<file path="src/rtl/apb_spi_flash_reader_if.sv">
// APB bus bundle between the flash reader (requester) and the SPI host.
// Clock and active-low reset travel with the bus as interface ports.
interface apb_spi_flash_reader_if (
  input logic pclk,
  input logic preset_n
);
  logic [31:0] paddr;
  logic        psel;
  logic        penable;
  logic        pwrite;
  logic [31:0] pwdata;
  logic [3:0]  pstrb;
  logic [2:0]  pprot;
  logic        pwuser;
  logic [31:0] prdata;
  logic        pready;
  logic        pslverr;

  modport requester (
    input  pclk, preset_n,
    input  prdata, pready, pslverr,
    output paddr, psel, penable, pwrite,
    output pwdata, pstrb, pprot, pwuser
  );

  modport completer (
    input  pclk, preset_n,
    input  paddr, psel, penable, pwrite,
    input  pwdata, pstrb, pprot, pwuser,
    output prdata, pready, pslverr
  );

  modport master (
    input  pclk, preset_n,
    input  prdata, pready, pslverr,
    output paddr, psel, penable, pwrite,
    output pwdata, pstrb, pprot, pwuser
  );

  modport slave (
    input  pclk, preset_n,
    input  paddr, psel, penable, pwrite,
    input  pwdata, pstrb, pprot, pwuser,
    output prdata, pready, pslverr
  );
endinterface

</file>
<file path="src/rtl/apb_spi_flash_reader.sv">
// Reads len_words 32-bit words from SPI flash by driving an APB SPI host.
// Ports: apb (requester bus + pclk/preset_n), start/flash_addr/len_words
// request, rd_data/rd_valid/rd_ready word stream, busy/done/err status.
module apb_spi_flash_reader #(
  parameter logic [31:0] BASE_ADDR = 32'h0,
  parameter logic [31:0] SCK_DIV   = 32'd4
) (
  apb_spi_flash_reader_if.requester apb,
  input  logic        start,
  input  logic [23:0] flash_addr,
  input  logic [15:0] len_words,
  output logic [31:0] rd_data,
  output logic        rd_valid,
  input  logic        rd_ready,
  output logic        busy,
  output logic        done,
  output logic        err
);

  localparam logic [31:0] OFF_CLK   = 32'h00;
  localparam logic [31:0] OFF_DATA  = 32'h20;
  localparam logic [31:0] OFF_CS    = 32'h40;
  localparam logic [31:0] OFF_STAT  = 32'h60;
  localparam logic [31:0] OFF_BURST = 32'hA0;
  localparam logic [31:0] OFF_RXBUF = 32'h100;

  typedef enum logic [3:0] {
    S_IDLE,
    S_SETUP_DIV,
    S_CS_LOW,
    S_CMD,
    S_POLL,
    S_BURST_LEN,
    S_RXREAD,
    S_OUT_WAIT,
    S_CS_HIGH,
    S_FINISH
  } state_e;

  state_e      state_q, state_d;
  state_e      ret_q, ret_d;
  logic [23:0] addr_q, addr_d;
  logic [15:0] rem_q, rem_d;
  logic [5:0]  widx_q, widx_d;
  logic [6:0]  clen_q, clen_d;
  logic [1:0]  bidx_q, bidx_d;
  logic        psel_q, psel_d;
  logic        pen_q, pen_d;
  logic        pwr_q, pwr_d;
  logic [31:0] paddr_q, paddr_d;
  logic [31:0] pwdata_q, pwdata_d;
  logic [31:0] rdata_q, rdata_d;
  logic        rvalid_q, rvalid_d;
  logic        busy_q, busy_d;
  logic        done_q, done_d;
  logic        err_q, err_d;

  logic        xreq;
  logic        xwr;
  logic [31:0] xoff;
  logic [31:0] xdata;
  logic        cmpl;
  logic [6:0]  n_chunk;
  logic [7:0]  cmd_byte;

  always_ff @(posedge apb.pclk or negedge apb.preset_n) begin
    if (!apb.preset_n) begin
      state_q  <= S_IDLE;
      ret_q    <= S_IDLE;
      addr_q   <= '0;
      rem_q    <= '0;
      widx_q   <= '0;
      clen_q   <= '0;
      bidx_q   <= '0;
      psel_q   <= 1'b0;
      pen_q    <= 1'b0;
      pwr_q    <= 1'b0;
      paddr_q  <= '0;
      pwdata_q <= '0;
      rdata_q  <= '0;
      rvalid_q <= 1'b0;
      busy_q   <= 1'b0;
      done_q   <= 1'b0;
      err_q    <= 1'b0;
    end else begin
      state_q  <= state_d;
      ret_q    <= ret_d;
      addr_q   <= addr_d;
      rem_q    <= rem_d;
      widx_q   <= widx_d;
      clen_q   <= clen_d;
      bidx_q   <= bidx_d;
      psel_q   <= psel_d;
      pen_q    <= pen_d;
      pwr_q    <= pwr_d;
      paddr_q  <= paddr_d;
      pwdata_q <= pwdata_d;
      rdata_q  <= rdata_d;
      rvalid_q <= rvalid_d;
      busy_q   <= busy_d;
      done_q   <= done_d;
      err_q    <= err_d;
    end
  end

  always_comb begin
    state_d  = state_q;
    ret_d    = ret_q;
    addr_d   = addr_q;
    rem_d    = rem_q;
    widx_d   = widx_q;
    clen_d   = clen_q;
    bidx_d   = bidx_q;
    psel_d   = psel_q;
    pen_d    = pen_q;
    pwr_d    = pwr_q;
    paddr_d  = paddr_q;
    pwdata_d = pwdata_q;
    rdata_d  = rdata_q;
    rvalid_d = rvalid_q;
    busy_d   = busy_q;
    done_d   = 1'b0;
    err_d    = err_q;
    xreq     = 1'b0;
    xwr      = 1'b0;
    xoff     = '0;
    xdata    = '0;
    cmpl     = psel_q & pen_q & apb.pready;
    n_chunk  = (rem_q > 16'd64) ? 7'd64 : rem_q[6:0];

    unique case (bidx_q)
      2'd0:    cmd_byte = 8'h03;
      2'd1:    cmd_byte = addr_q[23:16];
      2'd2:    cmd_byte = addr_q[15:8];
      default: cmd_byte = addr_q[7:0];
    endcase

    unique case (state_q)
      S_IDLE: begin
        if (start) begin
          addr_d = flash_addr;
          rem_d  = len_words;
          err_d  = 1'b0;
          if (len_words == 16'd0) begin
            done_d = 1'b1;
          end else begin
            busy_d  = 1'b1;
            state_d = S_SETUP_DIV;
          end
        end
      end
      S_SETUP_DIV: begin
        xreq  = 1'b1;
        xwr   = 1'b1;
        xoff  = OFF_CLK;
        xdata = SCK_DIV;
        if (cmpl) state_d = S_CS_LOW;
      end
      S_CS_LOW: begin
        xreq  = 1'b1;
        xwr   = 1'b1;
        xoff  = OFF_CS;
        xdata = 32'd0;
        if (cmpl) begin
          bidx_d  = 2'd0;
          state_d = S_CMD;
        end
      end
      S_CMD: begin
        xreq  = 1'b1;
        xwr   = 1'b1;
        xoff  = OFF_DATA;
        xdata = {24'd0, cmd_byte};
        if (cmpl) begin
          ret_d   = (bidx_q == 2'd3) ? S_BURST_LEN : S_CMD;
          bidx_d  = bidx_q + 2'd1;
          state_d = S_POLL;
        end
      end
      S_POLL: begin
        xreq = 1'b1;
        xoff = OFF_STAT;
        if (cmpl && !apb.prdata[0]) state_d = ret_q;
      end
      S_BURST_LEN: begin
        xreq  = 1'b1;
        xwr   = 1'b1;
        xoff  = OFF_BURST;
        xdata = {23'd0, n_chunk, 2'b00};
        if (cmpl) begin
          clen_d  = n_chunk;
          widx_d  = 6'd0;
          ret_d   = S_RXREAD;
          state_d = S_POLL;
        end
      end
      S_RXREAD: begin
        xreq = 1'b1;
        xoff = OFF_RXBUF + {24'd0, widx_q, 2'b00};
        if (cmpl) begin
          rdata_d  = apb.prdata;
          rvalid_d = 1'b1;
          state_d  = S_OUT_WAIT;
        end
      end
      S_OUT_WAIT: begin
        // Bus stays idle until the held word is taken.
        if (rd_ready) begin
          rvalid_d = 1'b0;
          rem_d    = rem_q - 16'd1;
          if ({1'b0, widx_q} == clen_q - 7'd1) begin
            state_d = (rem_q == 16'd1) ? S_CS_HIGH : S_BURST_LEN;
          end else begin
            widx_d  = widx_q + 6'd1;
            state_d = S_RXREAD;
          end
        end
      end
      S_CS_HIGH: begin
        xreq  = 1'b1;
        xwr   = 1'b1;
        xoff  = OFF_CS;
        xdata = 32'd1;
        if (cmpl) begin
          done_d  = 1'b1;
          busy_d  = 1'b0;
          state_d = S_FINISH;
        end
      end
      S_FINISH: state_d = S_IDLE;
      default:  state_d = S_IDLE;
    endcase

    // A slave error aborts everything except the closing CS release.
    if (cmpl && apb.pslverr && state_q != S_CS_HIGH) begin
      err_d    = 1'b1;
      rvalid_d = 1'b0;
      rdata_d  = rdata_q;
      state_d  = S_CS_HIGH;
    end

    // Launch from idle only, so a completed transfer is always
    // followed by one cycle with psel low.
    if (xreq) begin
      if (!psel_q) begin
        psel_d   = 1'b1;
        pen_d    = 1'b0;
        pwr_d    = xwr;
        paddr_d  = BASE_ADDR + xoff;
        pwdata_d = xdata;
      end else if (!pen_q) begin
        pen_d = 1'b1;
      end else if (apb.pready) begin
        psel_d = 1'b0;
        pen_d  = 1'b0;
      end
    end
  end

  assign apb.psel    = psel_q;
  assign apb.penable = pen_q;
  assign apb.pwrite  = pwr_q;
  assign apb.paddr   = paddr_q;
  assign apb.pwdata  = pwdata_q;
  assign apb.pstrb   = 4'hF;
  assign apb.pprot   = 3'd0;
  assign apb.pwuser  = 1'b0;
  assign rd_data     = rdata_q;
  assign rd_valid    = rvalid_q;
  assign busy        = busy_q;
  assign done        = done_q;
  assign err         = err_q;

endmodule

</file>
<file path="src/flat_wrapper.sv">
// flat-port wrapper written by rule: the top's interface ports become plain ports
module apb_spi_flash_reader_flat 
#(
  parameter logic [31:0] BASE_ADDR = 32'h0,
  parameter logic [31:0] SCK_DIV   = 32'd4
)
  (start, flash_addr, len_words, rd_data, rd_valid, rd_ready, busy, done, err, pclk, preset_n, apb_prdata, apb_pready, apb_pslverr, apb_paddr, apb_psel, apb_penable, apb_pwrite, apb_pwdata, apb_pstrb, apb_pprot, apb_pwuser);
  apb_spi_flash_reader_if apb_i (.pclk(pclk), .preset_n(preset_n));
  input  logic start;
  input  logic [23:0] flash_addr;
  input  logic [15:0] len_words;
  output logic [31:0] rd_data;
  output logic rd_valid;
  input  logic rd_ready;
  output logic busy;
  output logic done;
  output logic err;
  input wire logic pclk;
  input wire logic preset_n;
  input wire logic [$bits(apb_i.prdata)-1:0] apb_prdata;
  input wire logic [$bits(apb_i.pready)-1:0] apb_pready;
  input wire logic [$bits(apb_i.pslverr)-1:0] apb_pslverr;
  output wire logic [$bits(apb_i.paddr)-1:0] apb_paddr;
  output wire logic [$bits(apb_i.psel)-1:0] apb_psel;
  output wire logic [$bits(apb_i.penable)-1:0] apb_penable;
  output wire logic [$bits(apb_i.pwrite)-1:0] apb_pwrite;
  output wire logic [$bits(apb_i.pwdata)-1:0] apb_pwdata;
  output wire logic [$bits(apb_i.pstrb)-1:0] apb_pstrb;
  output wire logic [$bits(apb_i.pprot)-1:0] apb_pprot;
  output wire logic [$bits(apb_i.pwuser)-1:0] apb_pwuser;
  assign apb_i.prdata = apb_prdata;
  assign apb_i.pready = apb_pready;
  assign apb_i.pslverr = apb_pslverr;
  assign apb_paddr = apb_i.paddr;
  assign apb_psel = apb_i.psel;
  assign apb_penable = apb_i.penable;
  assign apb_pwrite = apb_i.pwrite;
  assign apb_pwdata = apb_i.pwdata;
  assign apb_pstrb = apb_i.pstrb;
  assign apb_pprot = apb_i.pprot;
  assign apb_pwuser = apb_i.pwuser;
  apb_spi_flash_reader #(.BASE_ADDR(BASE_ADDR), .SCK_DIV(SCK_DIV)) u_core (.apb(apb_i), .start(start), .flash_addr(flash_addr), .len_words(len_words), .rd_data(rd_data), .rd_valid(rd_valid), .rd_ready(rd_ready), .busy(busy), .done(done), .err(err));
endmodule
</file>
<file path="config.mk">
export PLATFORM = sky130hd
export DESIGN_NAME = apb_spi_flash_reader_flat
export DESIGN_NICKNAME = d
export VERILOG_FILES = /design/src/rtl/apb_spi_flash_reader_if.sv /design/src/rtl/apb_spi_flash_reader.sv /design/src/flat_wrapper.sv
export SDC_FILE = /design/constraint.sdc
export NUM_CORES = 1
export LEC_CHECK = 0
export CAP_MARGIN = 20
export CORE_MARGIN = 3
export CORE_UTILIZATION = 49
export CTS_CLUSTER_SIZE = 28
export DETAILED_ROUTE_END_ITERATION = 8
export GPL_ROUTABILITY_DRIVEN = 1
export PLACE_DENSITY_LB_ADDON = 0.3
export SLEW_MARGIN = 20
export SYNTH_ARGS = -nofsm -noshare
export SYNTH_HDL_FRONTEND = slang
export SYNTH_SLANG_ARGS = --single-unit
export TNS_END_PERCENT = 30
</file>
<file path="constraint.sdc">
create_clock -name pclk -period 5.9 [get_ports pclk]
set_input_delay 0.59 -clock pclk [delete_from_list [all_inputs] [get_ports pclk]]
set_output_delay 0.59 -clock pclk [all_outputs]
set_load 0.01 [all_outputs]
</file>
## Yosys cells after proc, flatten, opt, wreduce, memory -nomap -nowiden

Index checks and enable logic that the tools add are counted.
Widths: inputs -> output; s select.

- Bits in registers: 166
- Bits of input ports: 78
- Output and inout bits: 111
- Word-level logic and storage cells: 141

- $add $sub $neg: 5
- $lt $le $gt $ge: 1
- Equality and inequality tests: 31
- Muxes and demuxes: 52
- Bitwise gates (word level): 4
- Reduce and logical (&&, ||, !) cells: 31

Operator list:

| cell | number |
|---|---|
| $pmux 32 s5 | 1 |
| $mux 4 | 14 |
| $pmux 9 s4 | 1 |
| $mux 16 | 2 |
| $pmux 16 s2 | 1 |
| $pmux 4 s8 | 1 |
| $pmux 8 s3 | 1 |
| $mux 1 | 18 |
| $mux 6 | 3 |
| $ne 3x1->1 const B | 6 |
| $eq 16x1->1 const B | 1 |
| $eq 4x3->1 const B | 4 |
| $gt 16x7->1 const B | 1 |
| $logic_not 16->1 | 1 |
| $sub 16x1->16 const B | 1 |
| $reduce_and 3->1 | 5 |
| $reduce_bool 2->1 | 7 |
| $pmux 6 s2 | 1 |
| $add 9x8->10 const A | 1 |
| $reduce_and 9->1 | 1 |
| $eq 4x2->1 const B | 2 |
| $ne 2x1->1 const B | 4 |
| $ne 2x2->1 const B | 4 |
| $pmux 4 s2 | 1 |
| other kinds (28) | 42 |

## Depth between registers and ports, before layout

- Depth in word-level cells: 6
- Gate-level depth with buffers: 9
- Depth with buffers taken out: 8

## Worst setup path after synthesis

Ideal clock, no wire load.

- Path type: flip-flop to flip-flop
- Start point: register u_core.clen_q[0]
- End point: register u_core.widx_q[5]
- Library setup time: 122 ps
- Data arrival time: 2,201 ps
- Data required time: 5,778 ps
- Slack: 3,576 ps
- Cell stages (with the launch flop): 10
- Path buffers: 1
- Period minus slack after synthesis: 2,324 ps
- Path through: dfrtp_1 -> buf_4 -> inv_1 -> ha_1 -> or4b_1 -> nor4_1 -> or3_4 -> o211a_4 -> or4b_1 -> mux2i_1

- Cells in the longest elaborated chain, start to end: 4

Ends and longest elaborated chain:

| item | RTL line | RTL |
|---|---|---|
| from (decl) | apb_spi_flash_reader.sv:45 | `logic [6:0] clen_q, clen_d;` |
| from (signal assigned) | apb_spi_flash_reader.sv:91 | `clen_q <= clen_d;` |
| $sub 7x1->7 | apb_spi_flash_reader.sv:211 | `if ({1'b0, widx_q} == clen_q - 7'd1) begin` |
| $eq 6x7->1 | apb_spi_flash_reader.sv:211 |  |
| $ne 2x2->1 (no line) | n/a |  |
| $reduce_and 4->1 (no line) | n/a |  |
| to (signal assigned) | apb_spi_flash_reader.sv:90 | `widx_q <= widx_d;` |
| to (decl) | apb_spi_flash_reader.sv:44 | `logic [5:0] widx_q, widx_d;` |

No other way between the ends.
A chain may end at the register's enable or synchronous reset.

## Worst setup path in the final report

- Start point: register u_core.state_q[1]
- End point: register u_core.pwdata_q[4] (netlist: u_core.apb.pwdata[4])

- Cells in the longest elaborated chain, start to end: 4
- Elaborated cells on any way between the ends: 11
- Those cells by class: eq/ne: 7; mux: 2; reduce/logical: 2

Ends and longest elaborated chain:

| item | RTL line | RTL |
|---|---|---|
| from (decl) | apb_spi_flash_reader.sv:40 | `state_e state_q, state_d;` |
| from (signal assigned) | apb_spi_flash_reader.sv:86 | `state_q <= state_d;` |
| $eq 4x1->1 (tied with other cells) | apb_spi_flash_reader.sv:138 | `unique case (state_q)` |
| $reduce_or 7->1 (no line) | n/a |  |
| $mux 1 | apb_spi_flash_reader.sv:138 |  |
| $reduce_and 2->1 (no line) | n/a |  |
| to (signal assigned) | apb_spi_flash_reader.sv:97 | `pwdata_q <= pwdata_d;` |
| to (decl) | apb_spi_flash_reader.sv:51 | `logic [31:0] pwdata_q, pwdata_d;` |

Several ways; a longest one is shown, not always the timed one.

==> results list <==
- Part of the Yosys area used for sequential elements: 0.4671
* Number of synthesized flops with an enable pin: 0
- For this run, design rule violations remaining after detail routing come to 0.
* Ordered list of cells on the worst path: nor4_1 -> a211oi_1 -> nand2b_1 -> or2_2 -> nor2_4 -> a221o_2
- Crit path max-delay family: simple AND/OR/NAND/NOR gates
- Largest buffer count on any clock path: 2
* Setup total negative slack: 0 ns
- Netlist area before placement: 6269 um2
- 189 I/O pins were placed.
- Area grow syn2layout: 27.56%
- Clock transition at the register clock pins on the worst setup and hold paths after CTS: 0.05 ns
- Gates resized during post-CTS repair numbered 0.
- Detail Route Antenna Nets: 0
- Global routing usage summed across all routing layers: 0.2207
- Clock root buffer master: sky130_fd_sc_hd__clkbuf_16
- Status: finished clean
- Crit path max fanout: 27
- The clock drives 117 sinks.
- Counting I/O delays and the setup requirement, the final critical path takes 3.120 ns.
- H-tree lvl count: 4
- Footprint of the multi-input gates: 2928 um2
- Kind of end point of the critical path: flip-flop
* Global-route wire length before repair: 25.14 mm
- Measured along the x axis, the die boundary spans 119.1 um.
- After clock tree synthesis, the flow added hold-fix buffers numbering 0.
- DR vias/cell: 5.432
* Via total after detailed routing: 4,949
* Number of pins exceeding their max-slew limit in the final report: 0
* Number of filler cells placed in the layout: 979
- Entering global routing, the biggest net connects 63 pins.
* Final weighted congestion in routability-driven placement: 0.9242
- Synth async-reset ratio: 1.000
- Critical path required time: 6.26 ns
* Netlist cell types: 64
* Die Height: 119.1 um
- In this run the standard cell core region covers 12,260 um2.
* Count of state elements after synthesis: 117
* Post-synth top area cell: sky130_fd_sc_hd__dfrtp_1
- Endpoints failing setup: 0
- Clock tree synthesis inserted a total of 17 buffers.
* Top-area cell type share of the netlist area: 0.4671
* DRC violation total after the first TritonRoute iteration: 352
* Initial Utilization: 0.5112
* Antenna fix cells: 0
- Worst hold margin: 0.2598 ns
- By startpoint and endpoint, the worst setup path is classified as reg -> reg.
* Portion of the clock cycle consumed by the worst path in the final layout: 0.5289
* Count of yosys warnings during synthesis: 0
- Post-Synthesis Mean Instance Area: 10.11 um2
- By count the netlist is led by sky130_fd_sc_hd__dfrtp_1, sky130_fd_sc_hd__buf_4, sky130_fd_sc_hd__mux2_2.
- TritonCTS built the clock tree.
- At the end of the flow, the number of nets in the layout was 817.
* Number of detailed-routing iterations run before antenna repair: 5
- Worst-case clock skew: 0.006844 ns
- Final global-route overflow total: 0
- In the final layout, the share of cells above drive strength 1 is 0.1467.
* Critical path's largest stage delay: 0.85 ns
- Post-synth top flop: sky130_fd_sc_hd__dfrtp_1
* Peak Freq: 320.5 MHz
- Crit path buf inv count: 0
* Dominant cell by count in the synthesized netlist: sky130_fd_sc_hd__dfrtp_1
- The initialized floorplan defines 40 standard-cell rows.
* Vias in the first global route: 4,915
- Full die area: 14,190 um2
- Leakage component of the power: 3.450 nW
* Cells after Synth: 620
* Wire length per cell: 17.11 um
* Normalized max-slew margin: 0.3254
* # port buffers: 132
- Number of antenna violations at the first check in global routing: 0
- After synthesis, the cell types taking the most area are sky130_fd_sc_hd__dfrtp_1, sky130_fd_sc_hd__mux2_2, sky130_fd_sc_hd__buf_4, sky130_fd_sc_hd__o21ai_0, sky130_fd_sc_hd__a21oi_1.
* Maximum vdd ir drop: 269.6 uV
- The number of failing hold endpoints at the final stage came to 0.
- In this run the power density over the cells is 441.8 nW/um2.
* Class of the tightest hold or removal check: in -> async
- On the critical path, the stage with the largest delay is an instance of sky130_fd_sc_hd__dfrtp_1.
* Later-pin clock latency in the skew report: 0.42 ns
- The tool flagged a number of max-cap violations equal to 0.
* Aggregate routed wire length: 15.59 mm
- Once detailed placement completed, the half-perimeter wirelength came to 11.41 mm.
- In this run the post-CTS setup repair buffer count came out at 0.
- Transition time at the pin with the least slew margin: 1.010 ns
* Critical Path Source Type: flip-flop
- Sequential cell area: 2928 um2
* Unrepaired setup endpoints after global routing: no
- For the worst setup path, the data arrival time is 3.48 ns.
==> sequential cells by signal, indices dropped and copies added (netlist names), 2 cells and up <==
name,cells
u_core.rd_data,32
u_core.addr_q,24
u_core.rem_q,16
u_core.apb.pwdata,9
u_core.apb.paddr,7
u_core.clen_q,7
u_core.widx_q,6
u_core.state_q,4
u_core.ret_q,3
u_core.bidx_q,2
==> worst paths after layout <==
path	cells after the start	to	slack (ns)	startpoint
setup / recovery	6	u_core.apb.pwdata[4]	2.78	u_core.state_q[1]
setup reg to reg	6	u_core.apb.pwdata[4]	2.78	u_core.state_q[1]
hold / removal	1	u_core.bidx_q[1]	0.26	preset_n
hold reg to reg	2	u_core.apb.paddr[2]	0.49	u_core.apb.paddr[2]
max in group asynchronous	2	u_core.rem_q[10]	4.45	preset_n
min in group pclk	2	u_core.apb.paddr[2]	0.49	u_core.apb.paddr[2]
==> cells in the final DEF, fill, tap and decap left out, types with 6 or more instances in the layout <==
cell type | netlist | layout
sky130_fd_sc_hd__clkbuf_16 | 0 | 17
sky130_fd_sc_hd__conb_1 | 2 | 56
sky130_fd_sc_hd__or3_1 | 7 | 7
sky130_fd_sc_hd__nor4_1 | 12 | 12
sky130_fd_sc_hd__dfrtp_1 | 117 | 117
sky130_fd_sc_hd__nand2_1 | 46 | 45
sky130_fd_sc_hd__a22o_1 | 9 | 9
sky130_fd_sc_hd__clkbuf_8 | 0 | 7
sky130_fd_sc_hd__nor2b_1 | 6 | 6
sky130_fd_sc_hd__a21oi_1 | 40 | 39
sky130_fd_sc_hd__ha_1 | 8 | 8
sky130_fd_sc_hd__mux2_2 | 57 | 57
sky130_fd_sc_hd__a31oi_1 | 6 | 6
sky130_fd_sc_hd__nor3_1 | 13 | 13
sky130_fd_sc_hd__o21ai_0 | 42 | 42
sky130_fd_sc_hd__clkdlybuf4s50_1 | 0 | 131
sky130_fd_sc_hd__o22ai_1 | 6 | 6
sky130_fd_sc_hd__a22oi_1 | 7 | 7
sky130_fd_sc_hd__nor2_1 | 35 | 35
sky130_fd_sc_hd__nand3_1 | 13 | 13
sky130_fd_sc_hd__inv_1 | 10 | 10
sky130_fd_sc_hd__a221o_2 | 6 | 6
==> stage by stage <==
step	power [W]	util	instances	worst slack, ns	cell area (um2)
after floorplan	0.002097	-	674	3.576	6471
after global placement	0.002527	0.6069	880	2.755	7442
after detailed placement	0.002587	0.6069	880	2.469	7442
after CTS	0.003552	0.6519	911	2.468	7994
after global routing	0.003746	0.6521	911	2.492	7996
final	0.003533	0.6521	911	2.780	7996
==> cell families after synthesis <==
kind of cell | share of synthesized area
xor gates and xnor gates | 0.006986
adders and majority gates | 0.01597
and+or+nand+nor | 0.1429
buffers and inverters | 0.1004
other | 0.001198
muxes | 0.1056
DFF | 0.4671
AOI/OAI and AO/OA | 0.1599
==> layer usage <==
layer | global-route usage | routed length (um) | vias to the layer above
met1 | 0.2794 | 6405 | 2364
met5 | 0 | 0 | -
met2 | 0.3543 | 7605 | 213
li1 | - | - | 2344
met4 | 0.07024 | 293 | 0
met3 | 0.07835 | 1281 | 28
==> layout make-up <==
class / instances / share of cell area
sequential: 117 / 0.3661
multi-input combinational: 450 / 0.3661
timing repair buffer: 135 / 0.1677
clock buffer: 28 / 0.06713
tap: 168 / 0.02629
inverter: 10 / 0.004694
clock inverter: 3 / 0.001878
==> worst reg2reg max path: stages (launching register included) <==
cell and delay, ns:
sky130_fd_sc_hd__dfrtp_1 0.85, sky130_fd_sc_hd__nor4_1 0.24, sky130_fd_sc_hd__a211oi_1 0.50, sky130_fd_sc_hd__nand2b_1 0.60, sky130_fd_sc_hd__or2_2 0.53, sky130_fd_sc_hd__nor2_4 0.16
sky130_fd_sc_hd__a221o_2 0.17
==> power breakdown <==
group / switching [W] / internal, W
Combinational: 0.000578 / 0.000620
Clock: 0.000339 / 0.000609
Sequential: 0.000293 / 0.00109
Note: power is estimated with default switching activity, not from simulation.
